## config.mk

```make
export PLATFORM = sky130hd
export DESIGN_NAME = rc4_shuffle_engine
export DESIGN_NICKNAME = d
export VERILOG_FILES = /design/src/rtl/rc4_shuffle_engine.sv
export SDC_FILE = /design/constraint.sdc
export NUM_CORES = 1
export LEC_CHECK = 0
export ABC_AREA = 1
export CORE_UTILIZATION = 35
export CTS_CLUSTER_DIAMETER = 80
export DETAILED_ROUTE_END_ITERATION = 12
export GPL_TIMING_DRIVEN = 0
export SLEW_MARGIN = 30
export SYNTH_ARGS = -nofsm -noshare
export SYNTH_HDL_FRONTEND = slang
export SYNTH_SLANG_ARGS = --single-unit
export TNS_END_PERCENT = 50
```

## constraint.sdc

```tcl
create_clock -name clk -period 2.5 [get_ports clk]
set_input_delay 0.5 -clock clk [delete_from_list [all_inputs] [get_ports clk]]
set_output_delay 0.5 -clock clk [all_outputs]
set_load 0.05 [all_outputs]
```

## src/rtl/rc4_shuffle_engine.sv

```systemverilog
// RC4 key-scheduling shuffle over a 256-byte S memory.
// The block is started by a one-cycle pulse and reports completion with a one-cycle finish pulse.
module rc4_shuffle_engine #(
  parameter int KEY_LENGTH = 3
) (
  input  logic                    clk,
  input  logic                    reset,
  input  logic                    start,
  input  logic [8*KEY_LENGTH-1:0] secret_key,
  output logic                    finish,
  output logic [7:0]              address,
  output logic [7:0]              data,
  output logic                    wren,
  input  logic [7:0]              q
);

  localparam int KW = (KEY_LENGTH > 1) ? $clog2(KEY_LENGTH) : 1;

  typedef enum logic [3:0] {
    IDLE, RD_I, WT_I, LD_I, RD_J, WT_J, LD_J, WR_I, WR_J, NEXT, DONE
  } state_t;

  state_t                  state_q, state_d;
  logic [7:0]              i_q, i_d, j_q, j_d, si_q, si_d, sj_q, sj_d;
  logic [KW-1:0]           k_q, k_d;
  logic [8*KEY_LENGTH-1:0] key_q, key_d;
  logic                    finish_q, finish_d, wren_q, wren_d;
  logic [7:0]              addr_q, addr_d, data_q, data_d;

  // Byte 0 of the key is the most significant byte.
  function automatic logic [7:0] key_byte(input logic [8*KEY_LENGTH-1:0] key,
                                          input logic [KW-1:0] idx);
    key_byte = 8'h00;
    for (int b = 0; b < KEY_LENGTH; b++) begin
      if (idx == KW'(b)) key_byte = key[8*(KEY_LENGTH-1-b) +: 8];
    end
  endfunction

  // Next-state logic; outputs are decoded from the next state so they can be registered.
  always_comb begin
    state_d  = state_q;
    i_d      = i_q;
    j_d      = j_q;
    k_d      = k_q;
    si_d     = si_q;
    sj_d     = sj_q;
    key_d    = key_q;
    addr_d   = 8'h00;
    data_d   = 8'h00;
    wren_d   = 1'b0;
    finish_d = 1'b0;
    case (state_q)
      IDLE: begin
        if (start) begin
          key_d   = secret_key;
          i_d     = 8'h00;
          j_d     = 8'h00;
          k_d     = '0;
          state_d = RD_I;
        end else begin
          state_d = IDLE;
        end
      end
      RD_I: state_d = WT_I;
      WT_I: state_d = LD_I;
      LD_I: begin
        si_d    = q;
        j_d     = j_q + q + key_byte(key_q, k_q);
        state_d = RD_J;
      end
      RD_J: state_d = WT_J;
      WT_J: state_d = LD_J;
      LD_J: begin
        sj_d    = q;
        state_d = WR_I;
      end
      WR_I: state_d = WR_J;
      WR_J: state_d = NEXT;
      NEXT: begin
        if (i_q == 8'hFF) begin
          state_d = DONE;
        end else begin
          i_d     = i_q + 8'd1;
          k_d     = (k_q == KW'(KEY_LENGTH-1)) ? '0 : k_q + KW'(1);
          state_d = RD_I;
        end
      end
      DONE:    state_d = IDLE;
      default: state_d = IDLE;
    endcase

    case (state_d)
      RD_I, WT_I: addr_d = i_d;
      RD_J, WT_J: addr_d = j_d;
      WR_I: begin
        addr_d = i_d;
        data_d = sj_d;
        wren_d = 1'b1;
      end
      WR_J: begin
        addr_d = j_d;
        data_d = si_d;
        wren_d = 1'b1;
      end
      DONE:    finish_d = 1'b1;
      default: addr_d = 8'h00;
    endcase
  end

  // State, datapath and output registers with synchronous active-low reset.
  always_ff @(posedge clk) begin
    if (!reset) begin
      state_q  <= IDLE;
      i_q      <= 8'h00;
      j_q      <= 8'h00;
      k_q      <= '0;
      si_q     <= 8'h00;
      sj_q     <= 8'h00;
      key_q    <= '0;
      addr_q   <= 8'h00;
      data_q   <= 8'h00;
      wren_q   <= 1'b0;
      finish_q <= 1'b0;
    end else begin
      state_q  <= state_d;
      i_q      <= i_d;
      j_q      <= j_d;
      k_q      <= k_d;
      si_q     <= si_d;
      sj_q     <= sj_d;
      key_q    <= key_d;
      addr_q   <= addr_d;
      data_q   <= data_d;
      wren_q   <= wren_d;
      finish_q <= finish_d;
    end
  end

  assign finish  = finish_q;
  assign address = addr_q;
  assign data    = data_q;
  assign wren    = wren_q;

endmodule

```

==> flow_summary.yaml <==
run_status:
  run_status: "finished with violations"
  violations: "negative setup slack"
placed_design:
  portBuffers: 52
  dp.cells: 672
  gp_routability_congestion: 0.8402
  place_hpwl_mm: 6.795
  placed_area_um2: 4394
power_and_ir_drop:
  powerDensity_nw_per_um2: 640.2
  switching_share_pct: 28.23
  power_frac_seq_pct: 44.0
  p_leak_nw: 2.107
  clkPwrFrac_pct: 36.0
  intPower_mw: 2.252
  ir_drop_mv: 0.3122
  netSwitchingPower_mw: 0.8858
  comb_power_share_pct: 20.0
timing:
  rsz0062_at_grt: "true"
  worst_pin_slew_ps: 525.6
  finalWorstSetupSlack_ps: -98.82
  slew_headroom_pct: 64.96
  drv_slew: 0
  fin_worst_skew_ps: 6.018
  period_share_pct: 104.0
  setup_viol: 6
  max_freq_mhz: 384.8
  setup_tns_ps: -340.3
  period_needed_ps: 2599
  finalHoldViolCount: 0
  hold_slack_ps: 464.0
setup_path:
  cp_max_fo: 6
  crit_chain: "inv_6, nor2_4, inv_4, buf_12, o221ai_2, fa_1, inv_1, fa_2, nor2_2, nor3_1, nand3b_1, a21oi_2, nand2_1, nand2_1"
  worstSetupPathType: "flip-flop to flip-flop"
  crit_family: "adder cells"
  path_common_cell: "nand2_1"
  crit_buf_inv: 4
  critical_path.endpoint_type: "flip-flop"
  max_stage_delay_ps: 530
  crit_path_top_delay_cell: "fa_1"
  cp-start-kind: "flip-flop"
  cp_data_arrival_time_ps: 2910
  crit_required_ps: 2810
route:
  first_pass_iters: 4
  wl_mm: 9.289
  drtAntennaViolNets: 0
  vias_per_cell: 4.838
  wl_per_cell_um: 13.33
  vias: 3372
  drc: 0
  drt_iter0_markers: 127
clocking:
  cts-root-buf: "clkbuf_8"
  cts_buffers: 9
  clock_sinks: 80
  cts_tree: "done"
  clkTransAtPathRegs_ps: 80
  cts.htree.levels: 3
  clock_latency_ps: 360
  holdBufCountCts: 0
  clock_path_buffers: 2
grt:
  grt_pass1_vias: 3225
  grt_start_max_net_pins: 14
  met1_usage_pct: 22.30
  grtUsageTotal_pct: 17.75
  use_met2_pct: 30.32
  grt_pass1_wl_mm: 15.18
  use_met3_pct: 3.681
  globalRouteOverflowTotal: 0
  antenna_found_initial: 0
  top_usage_layer: "met2"
die:
  rows: 37
  start_util_pct: 36.00
  die_x_um: 104.8
  pin_count: 53
  die-area_um2: 10990
  core_area_um2: 10280
  die_h_um: 104.8
final_layout:
  fin_cells: 697
  n_antenna_cell: 0
  design_area_um2: 4901
  multi_input_area_um2: 1942
  seqCellArea_um2: 1609
  area_growth_syn_to_layout_pct: 32.47
  nNetsFinal: 606
  drive_gt1_share_pct: 16.58
  final_core_util_pct: 47.69
  layout.filler_cells: 1019
logic_synthesis:
  yosysSeqAreaShare_pct: 43.29
  yosys.area.top_type_share_pct: 43.29
  synth_commonest_cells: "84 x nand2_1, 80 x dfxtp_1, 60 x nor2_1, 57 x inv_1, 48 x o21ai_0"
  ys_types: 35
  synth_seq_cells: 80
  synth_top_flop_cell: "dfxtp_1"
  synth.top_cells.by_area: "dfxtp_1 43%, nand2_1 8.5%, o21ai_0 6.5%, nor2_1 6.1%, inv_1 5.8%"
  async_flop_share_pct: 0
  synth.avg_cell_area_um2: 7.644
  netlist_area_um2: 3700
  yosysMostFrequentCell: "nand2_1"
  yosys_warnings: 0
  syn_nets: 534
  synth.largest_area_cell: "dfxtp_1"
  synth_edf_count: 0
  synth_cells: 484
flow_run:
  cap_viol_max_count: 0
min_path:
  hp-class: "flip-flop to flip-flop"
cell usage in the layout (no fill, tap or decap), types with 8 or more instances in the layout:
master / instances
nand3_1: 21
dfxtp_1: 78
o21ai_0: 47
a21oi_1: 27
nor2_1: 57
clkbuf_8: 12
nor2_2: 8
a22o_1: 8
nand2_1: 81
clkdlybuf4s50_1: 52
inv_1: 50
inv_2: 11
flip-flops by register name, summed over array words and instances, names as in the netlist:
name     flops
address      8
data         8
finish       1
i_q          8
j_q          8
k_q          2
key_q       24
si_q         8
sj_q         8
state_q      4
wren         1
metrics by stage:
stage / setup slack (ps) / total power, mW
after floorplan: 22.19 / 1.781
after global placement: -540.7 / 1.950
after detailed placement: -526.9 / 1.960
after CTS: -154.0 / 3.128
after global routing: -226.2 / 3.287
final: -98.82 / 3.137
layer usage:
layer	vias up	wire, um
met1	1544	4356
met3	10	453
li1	1724	-
met4	0	104
met2	94	4374
met5	-	0
area by class of cell:
cell class / count / area share [%]
flip-flops and latches: 80 / 32.83
plain buffers: 16 / 1.710
multi-input cells: 324 / 39.62
repair buffers: 61 / 12.33
clock inverters: 4 / 1.506
clock buffers: 12 / 3.370
inverters: 64 / 5.157
well taps: 136 / 3.472
worst reg2reg max path: cells and delay by family (launching register included):
| family | cells | cell delay (ps) |
|---|---|---|
| compound gates | 2 | 320 |
| simple gates | 6 | 540 |
| flops | 1 | 380 |
| buf+inv | 4 | 370 |
| fa+ha+maj | 2 | 960 |
final timing paths:
kind                                       startpoint                     to  slack (ps)  cells after the start
worst max-delay path              k_q[1]$_SDFFE_PN0P_  address[5]$_SDFF_PN0_        -100                     14
worst min-delay path            key_q[9]$_SDFFE_PN0P_  key_q[9]$_SDFFE_PN0P_         460                      2
worst max register to register    k_q[1]$_SDFFE_PN0P_  address[5]$_SDFF_PN0_        -100                     14
worst min register to register  key_q[9]$_SDFFE_PN0P_  key_q[9]$_SDFFE_PN0P_         460                      2
cell families (layout without fill, tap and decap cells):
group           Yosys count  after routing  share of synthesized area [%]
xor+xnor                  1              1                         0.2368
buf+inv                  80            157                          8.759
compound gates          107            107                          17.35
simple gates            201            201                          23.67
fa+ha+maj                15             15                          6.696
flops                    80             80                          43.29
repair_timing:
action | in CTS | in global routing
gates resized for setup | 36 | 9
pin swaps | 17 | 8
setup endpoints to repair | 12 | 12
buffers inserted | 7 | 2
power by group through the flow:
stage,combinational [mW],clock [mW],sequential [mW]
5_1_grt,0.698,1.20,1.39
3_5_place_dp,0.552,0,1.41
6_report,0.626,1.13,1.38
4_1_cts,0.613,1.13,1.38
2_1_floorplan,0.380,0,1.40
3_3_place_gp,0.543,0,1.41
No activity file was read; power rests on OpenSTA's default activity.
